<file path="src/rtl/simple_phase_pkg.sv">
// simple_phase_pkg: shared constants and types for the SIMPLE phase-strobe receiver.
//   NPHASE        number of phase strobes per instruction
//   phase_state_e receiver state (run / halted / error)
//   ERR_*         values reported on err_code
//   next_phase()  phase index increment, wrapping after the last phase
package simple_phase_pkg;

    localparam int unsigned NPHASE = 5;

    typedef enum logic [1:0] {
        StRun    = 2'd0,
        StHalted = 2'd1,
        StError  = 2'd2
    } phase_state_e;

    localparam logic [2:0] ERR_NONE     = 3'd0;
    localparam logic [2:0] ERR_OVERLAP  = 3'd1;
    localparam logic [2:0] ERR_ORDER    = 3'd2;
    localparam logic [2:0] ERR_POSTHALT = 3'd3;
    localparam logic [2:0] ERR_STALL    = 3'd4;

    function automatic logic [2:0] next_phase(input logic [2:0] idx);
        return (idx == 3'(NPHASE - 1)) ? 3'd0 : idx + 3'd1;
    endfunction

endpackage

</file>
<file path="src/rtl/phase_receiver_if.sv">
// phase_receiver_if: phase-strobe bus between the clock controller side and the receiver.
//   phase_in   [NPHASE]   strobes, bit k = clock k
//   halt_req              current instruction is HLT
//   exec_hold             controller exec-hold, strobes legitimately paused
//   phase_en   [NPHASE]   registered one-hot stage enable
//   phase_idx  [3]        next expected phase
//   inst_count [ICOUNT_W] retired-instruction count
//   haltout               halt request to controller haltin (sticky)
//   proto_err             protocol error flag (sticky)
//   err_code   [3]        reason for the error / halt
// Modports: master = controller/stimulus side, slave = receiver.
interface phase_receiver_if #(
    parameter int unsigned ICOUNT_W = 16
) ();
    import simple_phase_pkg::*;

    logic [NPHASE-1:0]   phase_in;
    logic                halt_req;
    logic                exec_hold;
    logic [NPHASE-1:0]   phase_en;
    logic [2:0]          phase_idx;
    logic [ICOUNT_W-1:0] inst_count;
    logic                haltout;
    logic                proto_err;
    logic [2:0]          err_code;

    modport master (
        output phase_in, halt_req, exec_hold,
        input  phase_en, phase_idx, inst_count, haltout, proto_err, err_code
    );

    modport slave (
        input  phase_in, halt_req, exec_hold,
        output phase_en, phase_idx, inst_count, haltout, proto_err, err_code
    );

endinterface

</file>
<file path="src/rtl/phase_stall_watchdog.sv">
// phase_stall_watchdog: counts consecutive enabled cycles and flags a stall on the
// STALL_LIMIT-th one. The counter clears whenever count_en_i is low.
//   clk_i, rst_ni  clock, asynchronous active-low reset
//   count_en_i     receiver is mid-instruction, idle and not held
//   stall_o        this cycle completes STALL_LIMIT idle cycles
// Only built when PHASE_RECEIVER_STALL_WATCHDOG_EN is defined.
`ifdef PHASE_RECEIVER_STALL_WATCHDOG_EN
module phase_stall_watchdog #(
    parameter int unsigned STALL_LIMIT = 32
) (
    input  logic clk_i,
    input  logic rst_ni,
    input  logic count_en_i,
    output logic stall_o
);

    localparam int unsigned CntW = $clog2(STALL_LIMIT + 1);

    logic [CntW-1:0] cnt_q, cnt_d;

    always_comb begin
        cnt_d = count_en_i ? cnt_q + CntW'(1) : '0;
    end

    always_ff @(posedge clk_i or negedge rst_ni) begin
        if (!rst_ni) begin
            cnt_q <= '0;
        end else begin
            cnt_q <= cnt_d;
        end
    end

    assign stall_o = count_en_i && (cnt_q == CntW'(STALL_LIMIT - 1));

endmodule
`endif

</file>
<file path="src/rtl/phase_receiver.sv">
// phase_receiver: responder end of the SIMPLE phase-strobe interface. Checks strobe order,
// issues registered one-cycle stage enables, counts retired instructions and raises the
// halt request on HLT retirement or on a protocol violation.
//   clock, reset_n  system clock, asynchronous active-low reset
//   bus (slave)     phase strobes in; enables, index, count, halt and error status out
// Optional: define PHASE_RECEIVER_STALL_WATCHDOG_EN to build the mid-instruction stall
// watchdog (error code 4); otherwise exec_hold is ignored.
module phase_receiver
    import simple_phase_pkg::*;
#(
    parameter int unsigned ICOUNT_W    = 16,
    parameter int unsigned STALL_LIMIT = 32
) (
    input logic             clock,
    input logic             reset_n,
    phase_receiver_if.slave bus
);

    phase_state_e        state_q, state_d;
    logic [NPHASE-1:0]   phase_en_q, phase_en_d;
    logic [2:0]          phase_idx_q, phase_idx_d;
    logic [ICOUNT_W-1:0] inst_count_q, inst_count_d;
    logic                haltout_q, haltout_d;
    logic                proto_err_q, proto_err_d;
    logic [2:0]          err_code_q, err_code_d;

    logic [NPHASE-1:0] expect_onehot;
    logic              any_hot, multi_hot, stall;
    logic              err_hit;
    logic [2:0]        err_val;

    assign any_hot       = |bus.phase_in;
    // Clearing the lowest set bit leaves something only if two or more were set.
    assign multi_hot     = (bus.phase_in & (bus.phase_in - NPHASE'(1))) != '0;
    assign expect_onehot = NPHASE'(1) << phase_idx_q;

`ifdef PHASE_RECEIVER_STALL_WATCHDOG_EN
    logic stall_cnt_en;
    assign stall_cnt_en = (state_q == StRun) && (phase_idx_q != 3'd0) && !bus.exec_hold
                          && !any_hot;

    phase_stall_watchdog #(
        .STALL_LIMIT(STALL_LIMIT)
    ) u_stall_watchdog (
        .clk_i     (clock),
        .rst_ni    (reset_n),
        .count_en_i(stall_cnt_en),
        .stall_o   (stall)
    );
`else
    localparam int unsigned UnusedStallLimit = STALL_LIMIT;
    logic unused_exec_hold;
    assign unused_exec_hold = bus.exec_hold;
    assign stall            = 1'b0;
`endif

    always_comb begin
        state_d      = state_q;
        phase_en_d   = '0;
        phase_idx_d  = phase_idx_q;
        inst_count_d = inst_count_q;
        haltout_d    = haltout_q;
        proto_err_d  = proto_err_q;
        err_code_d   = err_code_q;
        err_hit      = 1'b0;
        err_val      = ERR_NONE;

        unique case (state_q)
            StRun: begin
                if (multi_hot) begin
                    err_hit = 1'b1;
                    err_val = ERR_OVERLAP;
                end else if (any_hot && (bus.phase_in != expect_onehot)) begin
                    err_hit = 1'b1;
                    err_val = ERR_ORDER;
                end else if (any_hot) begin
                    phase_en_d  = bus.phase_in;
                    phase_idx_d = next_phase(phase_idx_q);
                    if (phase_idx_q == 3'(NPHASE - 1)) begin
                        inst_count_d = inst_count_q + ICOUNT_W'(1);
                        // halt_req only matters on the retiring strobe
                        if (bus.halt_req) begin
                            state_d   = StHalted;
                            haltout_d = 1'b1;
                        end
                    end
                end else if (stall) begin
                    err_hit = 1'b1;
                    err_val = ERR_STALL;
                end
            end
            StHalted: begin
                if (multi_hot) begin
                    err_hit = 1'b1;
                    err_val = ERR_OVERLAP;
                end else if (any_hot) begin
                    err_hit = 1'b1;
                    err_val = ERR_POSTHALT;
                end
            end
            StError: begin
                // Everything frozen; only reset leaves.
            end
            default: state_d = StError;
        endcase

        if (err_hit) begin
            state_d     = StError;
            err_code_d  = err_val;
            proto_err_d = 1'b1;
            haltout_d   = 1'b1;
        end
    end

    always_ff @(posedge clock or negedge reset_n) begin
        if (!reset_n) begin
            state_q      <= StRun;
            phase_en_q   <= '0;
            phase_idx_q  <= '0;
            inst_count_q <= '0;
            haltout_q    <= 1'b0;
            proto_err_q  <= 1'b0;
            err_code_q   <= ERR_NONE;
        end else begin
            state_q      <= state_d;
            phase_en_q   <= phase_en_d;
            phase_idx_q  <= phase_idx_d;
            inst_count_q <= inst_count_d;
            haltout_q    <= haltout_d;
            proto_err_q  <= proto_err_d;
            err_code_q   <= err_code_d;
        end
    end

    assign bus.phase_en   = phase_en_q;
    assign bus.phase_idx  = phase_idx_q;
    assign bus.inst_count = inst_count_q;
    assign bus.haltout    = haltout_q;
    assign bus.proto_err  = proto_err_q;
    assign bus.err_code   = err_code_q;

endmodule

</file>
<file path="src/flat_wrapper.sv">
// flat-port wrapper written by rule: the top's interface ports become plain ports
module phase_receiver_flat import simple_phase_pkg::*;
#(
    parameter int unsigned ICOUNT_W    = 16,
    parameter int unsigned STALL_LIMIT = 32
)
  (clock, reset_n, bus_phase_in, bus_halt_req, bus_exec_hold, bus_phase_en, bus_phase_idx, bus_inst_count, bus_haltout, bus_proto_err, bus_err_code);
  phase_receiver_if #(.ICOUNT_W(ICOUNT_W)) bus_i ();
  input logic clock;
  input logic reset_n;
  input wire logic [$bits(bus_i.phase_in)-1:0] bus_phase_in;
  input wire logic [$bits(bus_i.halt_req)-1:0] bus_halt_req;
  input wire logic [$bits(bus_i.exec_hold)-1:0] bus_exec_hold;
  output wire logic [$bits(bus_i.phase_en)-1:0] bus_phase_en;
  output wire logic [$bits(bus_i.phase_idx)-1:0] bus_phase_idx;
  output wire logic [$bits(bus_i.inst_count)-1:0] bus_inst_count;
  output wire logic [$bits(bus_i.haltout)-1:0] bus_haltout;
  output wire logic [$bits(bus_i.proto_err)-1:0] bus_proto_err;
  output wire logic [$bits(bus_i.err_code)-1:0] bus_err_code;
  assign bus_i.phase_in = bus_phase_in;
  assign bus_i.halt_req = bus_halt_req;
  assign bus_i.exec_hold = bus_exec_hold;
  assign bus_phase_en = bus_i.phase_en;
  assign bus_phase_idx = bus_i.phase_idx;
  assign bus_inst_count = bus_i.inst_count;
  assign bus_haltout = bus_i.haltout;
  assign bus_proto_err = bus_i.proto_err;
  assign bus_err_code = bus_i.err_code;
  phase_receiver #(.ICOUNT_W(ICOUNT_W), .STALL_LIMIT(STALL_LIMIT)) u_core (.clock(clock), .reset_n(reset_n), .bus(bus_i));
endmodule
</file>
<file path="config.mk">
export PLATFORM = sky130hd
export DESIGN_NAME = phase_receiver_flat
export DESIGN_NICKNAME = d
export VERILOG_FILES = /design/src/rtl/simple_phase_pkg.sv /design/src/rtl/phase_receiver_if.sv /design/src/rtl/phase_stall_watchdog.sv /design/src/rtl/phase_receiver.sv /design/src/flat_wrapper.sv
export SDC_FILE = /design/constraint.sdc
export NUM_CORES = 1
export LEC_CHECK = 0
export BUFFER_PORTS_ARGS = -buffer_cell sky130_fd_sc_hd__clkbuf_2
export CAP_MARGIN = 40
export CORE_MARGIN = 2
export CORE_UTILIZATION = 50
export CTS_BUF_LIST = sky130_fd_sc_hd__clkbuf_8
export CTS_CLUSTER_DIAMETER = 60
export DETAILED_ROUTE_END_ITERATION = 10
export PLACE_DENSITY = 0.84
export SYNTH_ARGS = -nofsm -noshare
export SYNTH_HDL_FRONTEND = slang
export SYNTH_HIERARCHICAL = 1
export SYNTH_SLANG_ARGS = --single-unit
</file>
<file path="constraint.sdc">
create_clock -name clock -period 2.46 [get_ports clock]
set_input_delay 0.492 -clock clock [delete_from_list [all_inputs] [get_ports clock]]
set_output_delay 0.492 -clock clock [all_outputs]
set_load 0.02 [all_outputs]
</file>
# After elaboration in Yosys (flattened, before gate mapping)
# Index checks and enable logic that the tools add are counted.
[word_totals] output_inout_bits=29 mem_bits_ro=0 wordCells=68 memories=0 latch_bits=0 ramBits=0 input_bits=9 reg_bits=31
[classes] n_lt_le_gt_ge=0 n_shift=1 addsub=3 n_bitwise=3 mul=0 n_mux=29 div=0 n_reduce_logical=13 eq_ne=12
[op_table] cell="$mux 5" n=4
[op_table] cell="$add 16x1->16 const B" n=1
[op_table] cell="$mux 2" n=8
[op_table] cell="$reduce_and 6->1" n=2
[op_table] cell="$mux 1" n=11
[op_table] cell="$mux 3" n=3
[op_table] cell="$reduce_bool 2->1" n=4
[op_table] cell="$ne 3x1->1 const B" n=2
[op_table] cell="$ne 3x2->1 const B" n=2
[op_table] cell="$pmux 3 s2" n=1
[op_table] cell="$and 5x5->5" n=1
[op_table] cell="$ne 5x5->1" n=1
[op_table] cell="$reduce_and 5->1" n=1
[op_table] cell="$reduce_bool 5->1" n=1
[op_table] cell="$reduce_or 5->1" n=1
[op_table] cell="$shl 1x3->5 const A" n=1
[op_table] cell="$sub 5x1->5 const B" n=1
[op_table] cell="$ne 2x1->1 const B" n=2
[op_table] cell="$pmux 2 s2" n=1
[op_table] cell="$reduce_and 4->1" n=1
[op_table] cell="$add 3x1->3 const B" n=1
[op_table] cell="$eq 3x3->1 const B" n=1
[op_table] cell="$ne 3x3->1 const B" n=1
[op_table] cell="$eq 2x1->1 const B" n=1
[op_table] cell="7 further kinds" n=8

# Depth between registers and ports, before layout
# Gate-level depths: netlist (run 1).
[logic_depth] depth_word=8 ltp_mapped=8 mapped_depth_nobuf=7

# Least setup slack after synthesis (run 1)
# Ideal clock, no wire load.
[synth_path] path_kind="reg-to-reg" startpoint="reg u_core.phase_idx_q[2], in the netlist u_core/bus.phase_idx[2]" endpoint="reg u_core.inst_count_q[1], in the netlist u_core/bus.inst_count[1]" setup_slack_ns=0.086 required_ns=2.332 synth_period_minus_slack_ns=2.374 setup_time_ns=0.128 arrival_time_ns=2.246 stages_incl_launch_ff=8 path_cell_list="dfrtp_1 > buf_2 > inv_1 > ha_1 > xor2_1 > or4_1 > nor3_4 > mux2_1"
[synth_via] elab_chain_cells=5 word_cells_on_any_way=6 cone_classes="2 x eq/ne; 1 x shift; 1 x bitwise; 2 x reduce/logical"
[synth_rtl] element="from (decl)" line_no="phase_receiver.sv:21" rtl="logic [2:0] phase_idx_q, phase_idx_d;"
[synth_rtl] element="from (signal assigned)" line_no="phase_receiver.sv:127" rtl="phase_idx_q <= phase_idx_d;"
[synth_rtl] element="$shl 1x3->5" line_no="phase_receiver.sv:35" rtl="assign expect_onehot = NPHASE'(1) << phase_idx_q;"
[synth_rtl] element="$ne 5x5->1" line_no="phase_receiver.sv:73" rtl="end else if (any_hot && (bus.phase_in != expect_onehot)) begin"
[synth_rtl] element="$logic_and 1x1->1" line_no="phase_receiver.sv:73"
[synth_rtl] element="$not 1->1 (no line)"
[synth_rtl] element="$reduce_and 5->1 (no line) (*)"
[synth_rtl] element="to (signal assigned)" line_no="phase_receiver.sv:128" rtl="inst_count_q <= inst_count_d;"
[synth_rtl] element="to (decl)" line_no="phase_receiver.sv:22" rtl="logic [ICOUNT_W-1:0] inst_count_q, inst_count_d;"
# Mark *: on every way between the ends. The rest lies on a longest branch, timed or not.
# A chain may end at the register's enable or synchronous reset.

# Final worst setup path (run 1)
[layout_path] startpoint="reg u_core.phase_idx_q[0], in the netlist u_core/bus.phase_idx[0]" endpoint="reg u_core.inst_count_q[1], in the netlist u_core/bus.inst_count[1]"
# The elaborated chain is that of the path after synthesis.

==> results of run 1 <==
[Yosys cell counts (all sizes together) (4+ instances only)]
master | instances | area share [%]
nor4 | 4 | 2.7
dfrtp | 30 | 43
o21ai | 4 | 1.1
ha | 8 | 5.8
inv | 11 | 2.4
a21oi | 4 | 1.2
nor3 | 4 | 1.8
nand3 | 5 | 1.4
xnor2 | 13 | 6.5
or3 | 6 | 2.4
nor2 | 12 | 2.7
nand2 | 6 | 1.3
xor2 | 4 | 2.0
[path summary, 6_finish.rpt]
kind                       slack [ns]                    start  cells past startpoint                        to
max                              0.08  u_core/bus.phase_idx[0]                      6  u_core/bus.inst_count[1]
min                              0.24                  reset_n                      1    u_core/bus.err_code[0]
max reg2reg                      0.08  u_core/bus.phase_idx[0]                      6  u_core/bus.inst_count[1]
min reg2reg                      0.47       u_core/bus.haltout                      1        u_core/bus.haltout
max in group asynchronous        1.75                  reset_n                      1      u_core/bus.proto_err
min in group clock               0.47       u_core/bus.haltout                      1        u_core/bus.haltout
[flip-flops by register name, summed over array words and instances (netlist names)]
name and flops:
u_core/bus.proto_err 1, u_core/bus.inst_count 16, u_core/bus.phase_en 5, u_core/bus.phase_idx 3
u_core/state_q 2, u_core/bus.haltout 1, u_core/bus.err_code 2
[metrics by stage]
step / instances / TNS (ns) / util, % / worst slack (ns)
final: 252 / 0 / 62.0 / 0.0831
after global routing: 252 / -0.00451 / 62.0 / -0.00451
after CTS: 252 / 0 / 61.9 / 0.0797
after detailed placement: 244 / 0 / 59.1 / 0.0803
after global placement: 244 / 0 / 59.1 / 0.141
after floorplan: 162 / 0 / - / 0.0860
[cell families after synthesis]
family / synth area share (%)
compound gates: 14.2
xor+xnor: 8.55
fa+ha+maj: 6.40
buf+inv: 4.96
flops: 43.1
mux: 2.52
other cells: 0.215
simple gates: 20.0
[area by class of cell]
type                    instances  area, um^2  share of cell area (%)
well taps                      46        57.6                    2.78
clock buffers                   6        82.6                    3.99
inverters                      11        41.3                    2.00
clock inverters                 2        8.76                   0.423
multi-input cells             116         908                    43.9
flip-flops and latches         30         751                    36.3
repair buffers                 41         220                    10.6
[power by group]
group,switching [uW],internal [uW]
logic,69.2,38.1
clock network,182,221
registers,8.68,509
total,260,768
[critical path, cell delays in order (launching register included)]
cell and delay, ns:
dfrtp_1 0.43, ha_1 0.22, ha_1 0.19, xor2_1 0.19, or4_1 0.59, nor3_4 0.28, mux2_1 0.36
[layout by cell type (no fill, tap or decap), types with 2 or more instances in the layout]
master and count:
nand2_1 6, o21ai_0 3, nand3_1 5, xnor2_1 13, buf_4 6, dfrtp_1 30
or4_1 3, o211a_1 3, and2_1 3, ha_1 8, nor2_1 11, o31a_1 3
o2bb2ai_1 2, mux2_1 3, a31oi_1 2, and3_1 3, clkbuf_2 35, nor3_1 3
nor4_1 2, or3_1 5, a21oi_1 4, nand4_1 3, inv_1 11, xor2_1 4
clkbuf_8 6
[metal layers]
layer  share of wire (%)  up-vias
met1                  43      648
met3                 5.8        7
li1                    -      663
met5                   0        -
met4                 1.8        0
met2                  49       31
==> impl_metrics.tcl, run 1 <==
set metrics [dict create \
    status "complete, no violations" \
    max_cap_viol_count 0 \
    fmax_mhz 421 \
    gp_congestion 0.877 \
    period_minus_slack_ns 2.38 \
    drtIter0Drc 66 \
    ant_nets 0 \
    met3_usage_pct 7.93 \
    powerDensity_mw_per_mm2 497 \
    drc 0 \
    top_usage_layer "met2" \
    peakVddDrop_uv 340 \
    cp-end-kind "flop" \
    ys_warn_count 6 \
    core_area_mm2 0.00334 \
    cts_setup_buffers 0 \
    async_flop_share_pct 100 \
    setup_violations 0 \
    die-area_mm2 0.00397 \
    cts.hold.buffers_added 0 \
    chipWidth_um 63 \
    overflow 0 \
    ys_seq_elements 30 \
    grt_start_max_net_pins 31 \
    grt_pass1_wl_um 6000 \
    syn_area_per_cell_um2 10.7 \
    clk_latency_ns 0.29 \
    hold_path.class "in -> async" \
    cts_sinks 30 \
    io_pins 38 \
    worstMarginPinSlew_ns 0.715 \
    row_count 21 \
    n_fill_cell 292 \
    crit_fanout 6 \
    cp-start-kind "flop" \
    fin_skew_ns 0.00425 \
    hold_slack_ns 0.239 \
    grt_pass1_vias 1318 \
    fin_crit_sh_pct 96.6 \
    vias_per_cell 5.35 \
    area.growth.synth_to_final_pct 18.9 \
    finalInstanceArea_mm2 0.00207 \
    cts_made_buffers 5 \
    cts_root_buf "clkbuf_8" \
    grt_usage_pct 20.3 \
    clock_tree.htree_level_count 2 \
    cts-resized-gates 0 \
    maxSlewViolCount 0 \
    grt_antenna_before_repair 0 \
    vias 1349 \
    crit_type "reg -> reg" \
    nets 222 \
    power_uw 1030 \
    synth_seq_area_share_pct 43.1 \
    synth_edf_count 0 \
    die_h_um 63 \
    cts_max_path_buffers 2 \
    synth_top_flop_cell "dfrtp_1" \
    cts_tree "yes" \
    start_util_pct 52.2 \
    drive_gt1_share_pct 28.6 \
    globalRouteMet1Util_pct 23.7 \
    rsz0062_at_grt "true" \
    worstPathArrival_ns 2.54 \
    io_buffers 35 \
    hpwl_um 2600 \
    maxSlewHeadroom_pct 52.3 \
    finalHoldViolCount 0 \
    syn_area_mm2 0.00174 \
    clkTransAtPathRegs_ns 0.06 \
    wl_per_cell_um 13.8 \
    postSynthNetCount 179 \
    diodes 0 \
    synth.distinct_cells 54 \
    drt-total-wl_um 3470 \
    synth_cells 162 \
    crit_required_ns 2.63 \
    first_pass_iters 4 \
    met2_usage_pct 32.8 \
    dpl_cell_area_mm2 0.00197 \
    leakagePower_uw 0.00104 \
]
Note: power is estimated with default switching activity, not from simulation.
==> inputs of run 2 (changes only) <==
--- a/config.mk
+++ b/config.mk
@@ -13,6 +13,7 @@
 export CTS_CLUSTER_DIAMETER = 60
 export DETAILED_ROUTE_END_ITERATION = 10
 export PLACE_DENSITY = 0.84
+export SETUP_SLACK_MARGIN = 0.4
 export SYNTH_ARGS = -nofsm -noshare
 export SYNTH_HDL_FRONTEND = slang
 export SYNTH_HIERARCHICAL = 1
==> impl_metrics.tcl, run 2 (synthesis gave the netlist of run 1 again) <==
set metrics [dict create \
    n_fill_cell 245 \
    dpl_cell_area_mm2 0.00201 \
    drtIter0Drc 68 \
    startpoint "u_core/bus.phase_idx[1]" \
    reg2reg_slack_ns 0.21 \
    cp-end-kind "flop" \
    rsz0062_at_grt "true" \
    worstPathArrival_ns 2.42 \
    clk_latency_ns 0.27 \
    gp_congestion 0.822 \
    fmax_mhz 444 \
    crit_required_ns 2.63 \
    die_h_um 63 \
    final_cell_mix "clkbuf_2 (35), dfrtp_1 (27), buf_4 (12), xnor2_1 (12)" \
    row_count 21 \
    cts_tree "yes" \
    post-route-util_pct 69.1 \
    grt_usage_pct 18.6 \
    clock_tree.htree_level_count 2 \
    chipWidth_um 63 \
    grt_pass1_vias 1339 \
    r2r_end "u_core/bus.inst_count[1]" \
    cts_sinks 30 \
    start_util_pct 52.2 \
    maxSlewHeadroom_pct 51.4 \
    reg2reg_depth 7 \
    period_minus_slack_ns 2.25 \
    cts_made_buffers 5 \
    reg2reg_from "u_core/bus.phase_idx[1]" \
    wl_per_cell_um 14.2 \
    hold_slack_ns 0.265 \
    fin_skew_ns 0.00451 \
    cts_root_buf "clkbuf_8" \
    dp.cells 242 \
    overflow 0 \
    io_pins 38 \
    powerDensity_mw_per_mm2 451 \
    clkTransAtPathRegs_ns 0.06 \
    final_common_cell "clkbuf_2" \
    grt_pass1_wl_um 5850 \
    worstMarginPinSlew_ns 0.729 \
    vias_per_cell 5.37 \
    ant_nets 0 \
    max_cap_viol_count 0 \
    nets 231 \
    cp-start-kind "flop" \
    cts.hold.buffers_added 0 \
    first_pass_iters 4 \
    die-area_mm2 0.00397 \
    maxSlewViolCount 0 \
    tns_ns 0 \
    finalNonFillerCells 261 \
    status "complete, no violations" \
    setup_violations 0 \
    peakVddDrop_uv 204 \
    drive_gt1_share_pct 44.2 \
    area.growth.synth_to_final_pct 32.5 \
    drc 0 \
    leakagePower_uw 0.00110 \
    io_buffers 35 \
    grt_start_max_net_pins 31 \
    crit_end "u_core/bus.inst_count[1]" \
    diodes 0 \
    grt_antenna_before_repair 0 \
    drt-total-wl_um 3720 \
    finalInstanceArea_mm2 0.00231 \
    vias 1402 \
    cts_max_path_buffers 2 \
    hold_path.class "in -> async" \
    crit_fanout 4 \
    largest_register_ffs 16 \
    crit_type "reg -> reg" \
    finalHoldViolCount 0 \
    core_area_mm2 0.00334 \
    fin_crit_sh_pct 91.5 \
    hpwl_um 2480 \
]
==> run 2: per-layer routing <==
| layer | global-route usage, % | vias to the layer above | share of wire (%) |
|---|---|---|---|
| met2 | 30.6 | 49 | 49 |
| met4 | 7.50 | 0 | 1.5 |
| li1 | - | 685 | - |
| met5 | 0 | - | 0 |
| met1 | 23.8 | 662 | 43 |
| met3 | 3.78 | 6 | 5.5 |
==> run 2: layout make-up <==
class	instances	area, um^2	area share [%]
clock buffers	6	82.6	3.58
repair buffers	50	299	13.0
inverters	11	41.3	1.79
well taps	46	57.6	2.50
clock inverters	2	12.5	0.543
flip-flops and latches	30	754	32.7
multi-input cells	116	1060	45.9
==> run 2: worst min path at each step <==
stage	startpoint	to	slack, ns	cells after the start
4_1_cts	reset_n	u_core/bus.phase_en[4]	0.28	1
5_1_grt	reset_n	u_core/bus.inst_count[4]	0.31	1
6_report	reset_n	u_core/bus.phase_en[2]	0.27	1
2_1_floorplan	reset_n	u_core/bus.err_code[0]	0.20	0
3_3_place_gp	u_core/bus.haltout	u_core/bus.haltout	0.45	1
3_5_place_dp	u_core/bus.haltout	u_core/bus.haltout	0.46	1
==> run 2: worst max-delay path, stage by stage (launching register included) <==
cell and delay (ns):
dfrtp_2 0.44, ha_4 0.17, ha_4 0.16, xor2_4 0.16, or4_4 0.56, nor3_4 0.21
buf_6 0.14, mux2_4 0.28
==> run 2: through the flow <==
stage          setup WS [ns]  power (uW)
2_1_floorplan          0.196         596
3_3_place_gp           0.147         634
3_5_place_dp           0.122         636
4_1_cts                0.245        1040
5_1_grt                0.175        1090
6_report               0.209        1040
==> run 2: power by group <==
part	internal [uW]	switching (uW)	total, uW
clock	224	177	401
sequential	509	9.00	518
combinational	44.0	75.8	120
==> run 2: timing repair <==
item / in CTS / in global routing
pin swaps: 8 / 4
endpoints found under the setup margin: 18 / 24
gates resized for setup: 9 / 17
buffers inserted: 6 / 5
hold endpoints to repair: 0 / 0
==> inputs of run 3 (changes only) <==
--- a/config.mk
+++ b/config.mk
@@ -5,7 +5,7 @@
 export SDC_FILE = /design/constraint.sdc
 export NUM_CORES = 1
 export LEC_CHECK = 0
-export BUFFER_PORTS_ARGS = -buffer_cell sky130_fd_sc_hd__clkbuf_2
+export BUFFER_PORTS_ARGS = -buffer_cell sky130_fd_sc_hd__buf_4
 export CAP_MARGIN = 40
 export CORE_MARGIN = 2
 export CORE_UTILIZATION = 50
==> impl_metrics.tcl, run 3 (synthesis gave the netlist of run 1 again) <==
set metrics [dict create \
    die-area_mm2 0.00397 \
    die_h_um 63 \
    cp_num_buf_inv 2 \
    clkTransAtPathRegs_ns 0.06 \
    finalHoldViolCount 0 \
    io_buffers 35 \
    tns_ns 0 \
    first_pass_iters 5 \
    vias_per_cell 5.74 \
    fin_skew_ns 0.00468 \
    grt_usage_pct 23.1 \
    max_stage_delay_ns 0.58 \
    fmax_mhz 453 \
    cts_tree "yes" \
    ant_nets 0 \
    maxSlewViolCount 0 \
    nets 234 \
    cts_max_path_buffers 2 \
    area.growth.synth_to_final_pct 38.9 \
    cp-end-kind "flop" \
    critical_path.cell_chain "inv_2, ha_4, nand4bb_4, or4_4, nor3_4, buf_6, mux2_4" \
    n_fill_cell 225 \
    peakVddDrop_uv 265 \
    final_common_cell "buf_4" \
    hold_path.class "in -> async" \
    grt_antenna_before_repair 0 \
    wl_per_cell_um 16.5 \
    largest_register_ffs 16 \
    max_cap_viol_count 0 \
    clock_tree.htree_level_count 2 \
    cts.hold.buffers_added 0 \
    chipWidth_um 63 \
    vias 1516 \
    rsz0062_at_grt "true" \
    cts_made_buffers 5 \
    worst_slack_ns 0.250 \
    pre_cts_ws_ns 0.105 \
    power_uw 1060 \
    core_area_mm2 0.00334 \
    powerDensity_mw_per_mm2 439 \
    row_count 21 \
    finalInstanceArea_mm2 0.00242 \
    grt_pass1_vias 1426 \
    start_util_pct 52.2 \
    hpwl_um 2690 \
    crit_required_ns 2.63 \
    finalNonFillerCells 264 \
    crit_family "simple AND/OR/NAND/NOR gates" \
    reg2reg_slack_ns 0.25 \
    io_pins 38 \
    crit_type "reg -> reg" \
    leakagePower_uw 0.00114 \
    diodes 0 \
    slowest_stage "or4_4" \
    cts_sinks 30 \
    worstPathArrival_ns 2.38 \
    grt_start_max_net_pins 31 \
    crit_fanout 4 \
    gp_congestion 0.865 \
    dp.cells 240 \
    overflow 0 \
    drive_gt1_share_pct 45.0 \
    cp-start-kind "flop" \
    setup_violations 0 \
    grt_pass1_wl_um 7140 \
    final_cell_mix "buf_4 (52), dfrtp_1 (27), xnor2_1 (12)" \
    drtIter0Drc 114 \
    cts_root_buf "clkbuf_8" \
    period_minus_slack_ns 2.21 \
    drt-total-wl_um 4350 \
    dpl_cell_area_mm2 0.00209 \
    clk_latency_ns 0.28 \
    fin_crit_sh_pct 89.8 \
    status "complete, no violations" \
    drc 0 \
]
==> run 3: cell count changes in the layout (fill, tap and decap cells not counted), moves of 2 or more <==
cell	change
clkbuf_2	-35
nor2_4	-2
nor2_1	+2
buf_6	-2
buf_4	+40
==> run 3: stage by stage <==
stage / hold WS, ns / util (%)
CTS: 0.134 / 69.6
floorplan: 0.196 / -
finish: 0.130 / 72.4
global placement: 0.430 / 62.5
global route: 0.146 / 72.4
detailed placement: 0.436 / 62.5
==> run 3: power breakdown <==
| group | switching [uW] | internal, uW |
|---|---|---|
| Combinational | 80.4 | 57.7 |
| Clock | 180 | 224 |
| Sequential | 9.39 | 509 |
==> run 3: final timing paths <==
path                       cells past startpoint               startpoint                        to
min reg2reg                                    1       u_core/bus.haltout        u_core/bus.haltout
min                                            1                  reset_n         u_core/state_q[0]
max in group asynchronous                      1                  reset_n   u_core/bus.phase_idx[1]
max reg2reg                                    7  u_core/bus.phase_idx[1]  u_core/bus.inst_count[1]
max                                            7  u_core/bus.phase_idx[1]  u_core/bus.inst_count[1]
min in group clock                             1       u_core/bus.haltout        u_core/bus.haltout
==> run 3: cell type report <==
type	instances	area [um^2]	share of cell area, %
tap	46	57.6	2.38
clock inverter	2	12.5	0.518
timing repair buffer	53	402	16.6
clock buffer	6	82.6	3.42
multi-input combinational	116	1070	44.2
sequential	30	754	31.2
inverter	11	41.3	1.71
==> run 3: timing repair <==
item	CTS	global route
gates resized for setup	10	13
pin swaps	7	7
setup buffers	12	4
endpoints found under the setup margin	18	22
==> run 3: routing by layer <==
| layer | global-route usage [%] | up-vias | share of wire, % |
|---|---|---|---|
| met1 | 31.5 | 743 | 44 |
| met4 | 8.33 | 0 | 1.9 |
| met3 | 5.05 | 7 | 5.7 |
| li1 | - | 691 | - |
| met5 | 0 | - | 0 |
| met2 | 36.2 | 75 | 49 |
